===== config.mk =====
export PLATFORM = sky130hd
export DESIGN_NAME = instruction_fetch_unit
export DESIGN_NICKNAME = d
export VERILOG_FILES = /design/src/rtl/instruction_fetch_unit.sv
export SDC_FILE = /design/constraint.sdc
export NUM_CORES = 1
export LEC_CHECK = 0
export CAP_MARGIN = 20
export CORE_MARGIN = 2
export CORE_UTILIZATION = 40
export DETAILED_ROUTE_END_ITERATION = 16
export HOLD_SLACK_MARGIN = 0.05
export PLACE_DENSITY = 0.86
export SLEW_MARGIN = 20
export SYNTH_ARGS = -nofsm -noshare
export SYNTH_HDL_FRONTEND = slang
export SYNTH_SLANG_ARGS = --single-unit

===== constraint.sdc =====
create_clock -name clock -period 5.5 [get_ports clock]
set_input_delay 0.55 -clock clock [delete_from_list [all_inputs] [get_ports clock]]
set_output_delay 0.55 -clock clock [all_outputs]
set_load 0.1 [all_outputs]

===== src/rtl/instruction_fetch_unit.sv =====
// Instruction fetch unit: captures pc_current, runs a req/ack read to instruction memory and
// hands the word to decode over valid/ready. Optional alignment check: define FETCH_ALIGN_CHECK_EN.
module instruction_fetch_unit #(
  parameter int                 ADDR_W  = 64,
  parameter int                 INSTR_W = 32,
  parameter int                 TIMEOUT = 15,
  parameter logic [INSTR_W-1:0] NOP     = 32'h00000013
) (
  input  logic               clock,
  input  logic               reset,
  input  logic [ADDR_W-1:0]  pc_current,
  input  logic               pc_valid,
  input  logic               flush,
  output logic               mem_req,
  output logic [ADDR_W-1:0]  mem_addr,
  input  logic               mem_ack,
  input  logic [INSTR_W-1:0] mem_rdata,
  output logic               instr_valid,
  output logic [INSTR_W-1:0] instr,
  output logic [ADDR_W-1:0]  instr_pc,
  input  logic               instr_ready,
  output logic               stall,
  output logic               fetch_err,
  output logic [1:0]         state_dbg
);

  // Decode handshake: instr/instr_pc are held stable while instr_valid=1 and transfer on the
  // first cycle with instr_valid=1 and instr_ready=1; instr_valid drops the following cycle.
  typedef enum logic [1:0] {
    IDLE = 2'd0,
    REQ  = 2'd1,
    WAIT = 2'd2,
    HOLD = 2'd3
  } state_t;

  localparam logic [7:0] TIMEOUT_LAST = 8'(TIMEOUT - 1);

  state_t               state_q, state_d;
  logic [ADDR_W-1:0]    mem_addr_q, mem_addr_d;
  logic [ADDR_W-1:0]    instr_pc_q, instr_pc_d;
  logic [INSTR_W-1:0]   instr_q, instr_d;
  logic [7:0]           cnt_q, cnt_d;
  logic                 discard_q, discard_d;
  logic                 fetch_err_q, fetch_err_d;
  logic                 discard_now;

  always_ff @(posedge clock) begin
    if (!reset) begin
      state_q     <= IDLE;
      mem_addr_q  <= '0;
      instr_pc_q  <= '0;
      instr_q     <= NOP;
      cnt_q       <= '0;
      discard_q   <= 1'b0;
      fetch_err_q <= 1'b0;
    end else begin
      state_q     <= state_d;
      mem_addr_q  <= mem_addr_d;
      instr_pc_q  <= instr_pc_d;
      instr_q     <= instr_d;
      cnt_q       <= cnt_d;
      discard_q   <= discard_d;
      fetch_err_q <= fetch_err_d;
    end
  end

  always_comb begin
    state_d     = state_q;
    mem_addr_d  = mem_addr_q;
    instr_pc_d  = instr_pc_q;
    instr_d     = instr_q;
    cnt_d       = cnt_q;
    discard_d   = discard_q;
    fetch_err_d = 1'b0;
    discard_now = discard_q | flush;
    case (state_q)
      IDLE: begin
        discard_d = 1'b0;
        if (pc_valid && !flush) begin
`ifdef FETCH_ALIGN_CHECK_EN
          if (pc_current[1:0] != 2'b00) begin
            instr_pc_d  = pc_current;
            instr_d     = NOP;
            fetch_err_d = 1'b1;
            state_d     = HOLD;
          end else begin
            mem_addr_d = pc_current;
            instr_pc_d = pc_current;
            state_d    = REQ;
          end
`else
          mem_addr_d = pc_current;
          instr_pc_d = pc_current;
          state_d    = REQ;
`endif
        end
      end
      REQ: begin
        cnt_d = '0;
        if (flush) discard_d = 1'b1;
        state_d = WAIT;
      end
      WAIT: begin
        // A flushed fetch still waits out its ack so the memory is never left mid-transfer.
        if (flush) discard_d = 1'b1;
        if (mem_ack) begin
          if (discard_now) begin
            discard_d = 1'b0;
            state_d   = IDLE;
          end else begin
            instr_d = mem_rdata;
            state_d = HOLD;
          end
        end else if (cnt_q == TIMEOUT_LAST) begin
          if (discard_now) begin
            discard_d = 1'b0;
            state_d   = IDLE;
          end else begin
            instr_d     = NOP;
            fetch_err_d = 1'b1;
            state_d     = HOLD;
          end
        end else begin
          cnt_d = 8'(cnt_q + 8'd1);
        end
      end
      HOLD: begin
        if (flush || instr_ready) state_d = IDLE;
      end
      default: state_d = IDLE;
    endcase
  end

  assign mem_req     = (state_q == REQ);
  assign mem_addr    = mem_addr_q;
  assign instr_valid = (state_q == HOLD);
  assign instr       = instr_q;
  assign instr_pc    = instr_pc_q;
  assign stall       = (state_q != IDLE);
  assign fetch_err   = fetch_err_q;
  assign state_dbg   = state_q;

endmodule


After elaboration in Yosys (flattened, before gate mapping) --
Index checks and enable logic that the tools add are counted.
Storage, ports and cells: bits in registers 108, latch bits 0, RAM bits 0, memory bits (read-only) 0, input port bits 102, output and inout bits 166, word-level logic and storage cells 53, memories 0
Operators by class: add/subtract/negate cells 1, multipliers 0, divide/modulo/power cells 0, magnitude comparators 0, equal/unequal tests 9, shift operators 0, muxes and demuxes 19, bitwise operators 5, reductions and logical operators 13
Operators by type and width (number):
- $mux 32 | 4
- $mux 8 | 2
- $pmux 8 s2 | 1
- $mux 2 | 5
- $reduce_and 3->1 | 3
- $add 8x1->8 const B | 1
- $eq 8x4->1 const B | 1
- $pmux 2 s4 | 1
- $ne 2x2->1 const B | 3
- $reduce_bool 2->1 | 3
- $mux 1 | 5
- $eq 2x2->1 const B | 2
- $not 1->1 | 4
- $reduce_or 4->1 | 1
- $ne 3x3->1 const B | 1
- $pmux 1 s3 | 1
- $reduce_bool 3->1 | 1
- $eq 2x1->1 const B | 1
- $logic_not 2->1 | 1
- $ne 2x1->1 const B | 1
- $reduce_and 2->1 | 1
- $logic_and 1x1->1 | 1
- $logic_not 1->1 | 1
- $logic_or 1x1->1 | 1
- $or 1x1->1 | 1

Logic depth before layout (Yosys ltp) --
depth in word-level cells 5, gate-level depth with buffers 8, mapped depth without buffers 6

Least setup slack after synthesis --
Ideal clock, no wire load.
path kind flip-flop to flip-flop, start point register state_q[0] (netlist: state_dbg[0]), end point register instr_pc_q[22] (netlist: instr_pc[22]), setup time 0.070 ns, data arrival time 2.859 ns, data required time 5.430 ns, path slack 2.571 ns, stages on the path, launching flop included 9, buffers on the path 2, period minus slack after synthesis 2.929 ns, cells stage by stage dfxtp_1 inv_1 ha_1 inv_1 or2_1 buf_2 buf_2 nand2_1 a21oi_1
Between the ends: word-level cells in the longest chain between the ends 2
Ends and longest elaborated chain:
- start: declaration | RTL line 38 | state_t state_q, state_d;
- start signal: assignment | RTL line 57 | state_q <= state_d;
- $logic_not 2->1 | RTL line 76 | case (state_q)
- $reduce_and 2->1 (no source line)
- end signal: assignment | RTL line 59 | instr_pc_q <= instr_pc_d;
- end: declaration | RTL line 40 | logic [ADDR_W-1:0] instr_pc_q, instr_pc_d;
No other way between the ends. A chain may end at the register's enable or synchronous reset.

Worst setup path in the final report --
start point register state_q[0] (netlist: state_dbg[0]), end point output stall
Between the ends: word-level cells in the longest chain between the ends 1
Ends and longest elaborated chain:
- $reduce_bool 2->1 | RTL line 139 | assign stall = (state_q != IDLE);
- end: declaration | RTL line 22 | output logic stall,
No other way between the ends.

==> impl_results.md <==
* CP top delay family: buffers and inverters
* Core Box Area at 10800 um^2
* Dpl hpwl at 9650 um
* Critical Path Start: state_dbg[0]$_SDFFE_PN0P_
* # IOs at 268
* Yosys reg bits at 108
* Worst Path Max Fanout at 7
* Final Critical Period at 3060 ps
* Startpoint Class: flip-flop
* Met2 GRT Util at 0.369
* Layout area overhead at 56.5%
* Vias in the first global route at 3901
* Die area at 11800 um^2
* Aggregate global-route resource usage at 0.208
* Cell mode on critical path: inv_1
* FFs w/ async S/R, synth at 0
* Clock transition at path regs at 110 ps
* CP Data Required Time at 4950 ps
* CTS tree: yes
* Total CTS buffers at 9
* Fin nets at 805
* Post-Synthesis Cell Area at 4390 um^2
* Grt met1 use at 0.224
* # fillers at 906
* DRC at 0
* Reg area at 2160 um^2
* Synth area leader: dfxtp_1
* Slew Limit Fails at 0
* Post-cts sizing count at 0
* Clk sinks at 108
* Synth unique cells at 37
* Rows at 38
* R2r worst-path depth at 5
* Final setup skew at 14.2 ps
* Synth top area cells: dfxtp_1 (49%), nand2_1 (12%), buf_4 (11%)
* CP bufs+invs at 3
* Reg2reg end: instr[20]$_SDFFE_PN0P_
* CP max stage delay at 1170 ps
* Share of cells above drive strength 1 at 0.0400
* Slowest-stage cell, CP: clkdlybuf4s50_1
* Via count at 4140
* # setup viols final at 0
* Mean Syn Cell Area at 8.68 um^2
* Post-CTS Setup Inserts at 0
* Yosys warns at 0
* Max-cap violations at 0
* GRT Max-Usage Layer: met2
* Clk buf depth at 2
* Number of diodes at 0
* Die height at 109 um
* Share of the yosys chip area belonging to registers at 0.492
* First-pass GRT wire length at 19100 um
* Ys flop type: dfxtp_1
* GP Congestion at 0.808
* Max VDD drop at 180 uV
* DR WL/cell at 15.0 um
* Initial antenna violation count at 0
* Via/cell ratio at 4.93
* Commonest non-fill, non-tap cell in the layout: clkdlybuf4s50_1
* Pleak at 0.00248 uW
* Pin count of the biggest net entering global routing at 70
* Critical Path AT at 2510 ps
* Later-pin clock latency in the skew report at 360 ps
* Total Wirelength at 12600 um
* Max H-tree Level at 3
* DR pass1 iterations at 5
* Most frequent cells in the layout: clkdlybuf4s50_1 (267), nand2_1 (135), dfxtp_1 (108), a21oi_1 (73), a22o_1 (30)
* M3 GR Usage at 0.0628
* RSZ-0062 raised after global routing: false
* Max Freq at 327 MHz
* Max-slew headroom at 0.292
* Hold_ws at 446 ps
* Syn Inst Count at 506
* Setup Crit Path Kind: flip-flop to primary output
* Hold Crit Class: flip-flop to flip-flop
* Total gr overflow at 0
* Setup crit end kind: primary output
* Synth top area share at 0.492
* Hold Path Depth at 2
* Final Hold Fails at 0
* Status: complete, no violations
* P per Cell Area at 375 nW/um^2
* Initial Utilization at 0.407
* Crit-path cells: inv_1 -> ha_1 -> inv_1 -> clkdlybuf4s50_1
* Net Count, Synth at 616
* Remaining antenna violation count after routing at 0
* Initial DRC Count at 183
* Footprint of the multi-input gates at 1600 um^2
* WP depth at 4
* Root buf cell: clkbuf_8
* Buffers on Ports at 267
* CP endpoint: stall
* Post-synth EDFFs at 0
* Period utilisation layout at 0.557
* CTS Hold Buffers Added at 0
* Fin Setup TNS at 0 ps
* R2r setup slk at 3040 ps
* Reg2Reg Launch Point: state_dbg[0]$_SDFFE_PN0P_
* Chip width at 109 um
* Worst Tran Pin Value at 1060 ps
[worst reg2reg max path, delay by kind of cell, from the launching register on]
kind                       cells  cell delay [ps]
and+or+nand+nor                2             1280
AOI/OAI and AO/OA              1              250
adders and majority gates      1              320
buffers and inverters          1              140
DFF                            1              400
[final cells by class]
cell class,count,area share
clock inverter,6,0.0104
tap,140,0.0255
sequential,108,0.315
timing repair buffer,269,0.391
inverter,9,0.00492
clock buffer,10,0.0200
multi-input combinational,298,0.233
[logic make-up (layout without fill, tap and decap cells)]
kind of cell,after synthesis,after routing,synth area share
simple gates,167,167,0.159
compound gates,119,119,0.172
flops,108,108,0.492
buf+inv,100,294,0.146
xor+xnor,4,4,0.00798
fa+ha+maj,8,8,0.0228
[per-stage QoR]
| step | cell area [um^2] | setup WS, ps | total power (uW) | std cells | util |
|---|---|---|---|---|---|
| 2_1_floorplan | 4390 | 2570 | 1840 | 506 | - |
| 3_3_place_gp | 6650 | 2680 | 2080 | 824 | 0.616 |
| 3_5_place_dp | 6660 | 2760 | 2100 | 824 | 0.617 |
| 4_1_cts | 6870 | 2420 | 2590 | 840 | 0.636 |
| 5_1_grt | 6870 | 2300 | 2680 | 840 | 0.637 |
| 6_report | 6870 | 2440 | 2570 | 840 | 0.637 |
[metal layers]
metal | vias to the layer above | wire length [um]
met5 | - | 0
met4 | 0 | 403
met3 | 31 | 1070
met2 | 210 | 6420
met1 | 1904 | 4720
li1 | 1995 | -
[cell usage after synthesis (2+ instances only)]
cell type  number
a22o_1         30
dfxtp_1       108
a211oi_1        2
or3_1           3
a21oi_2         2
nor3_1          2
nand4_1         2
buf_2          11
o21ai_1         3
nor2_1         11
buf_4          65
clkbuf_1       14
o21ai_0         2
nand2b_1        2
nand3_1         4
a21oi_1        73
ha_1            8
nand2_1       135
inv_1           9
xnor2_1         3
[registers in the layout, indices dropped and copies added (netlist names)]
register   cells
cnt_q          8
discard_q      1
fetch_err      1
instr         32
instr_pc      64
state_dbg      2
[power breakdown]
group          leakage, uW  switching (uW)  internal, uW
sequential        0.000877            45.7           834
clock             0.000105             272           228
combinational      0.00150             913           281
total              0.00248            1230          1340
[how the worst min path moves through the flow]
stage	from	slack, ps	endpoint
floorplan	cnt_q[0]$_SDFFE_PN0P_	480	cnt_q[0]$_SDFFE_PN0P_
global placement	instr[4]$_SDFFE_PN1P_	430	instr[4]$_SDFFE_PN1P_
detailed placement	instr[1]$_SDFFE_PN1P_	440	instr[1]$_SDFFE_PN1P_
CTS	instr[1]$_SDFFE_PN1P_	450	instr[1]$_SDFFE_PN1P_
global route	instr[1]$_SDFFE_PN1P_	490	instr[1]$_SDFFE_PN1P_
finish	instr[1]$_SDFFE_PN1P_	450	instr[1]$_SDFFE_PN1P_
Note: power is estimated with default switching activity, not from simulation.
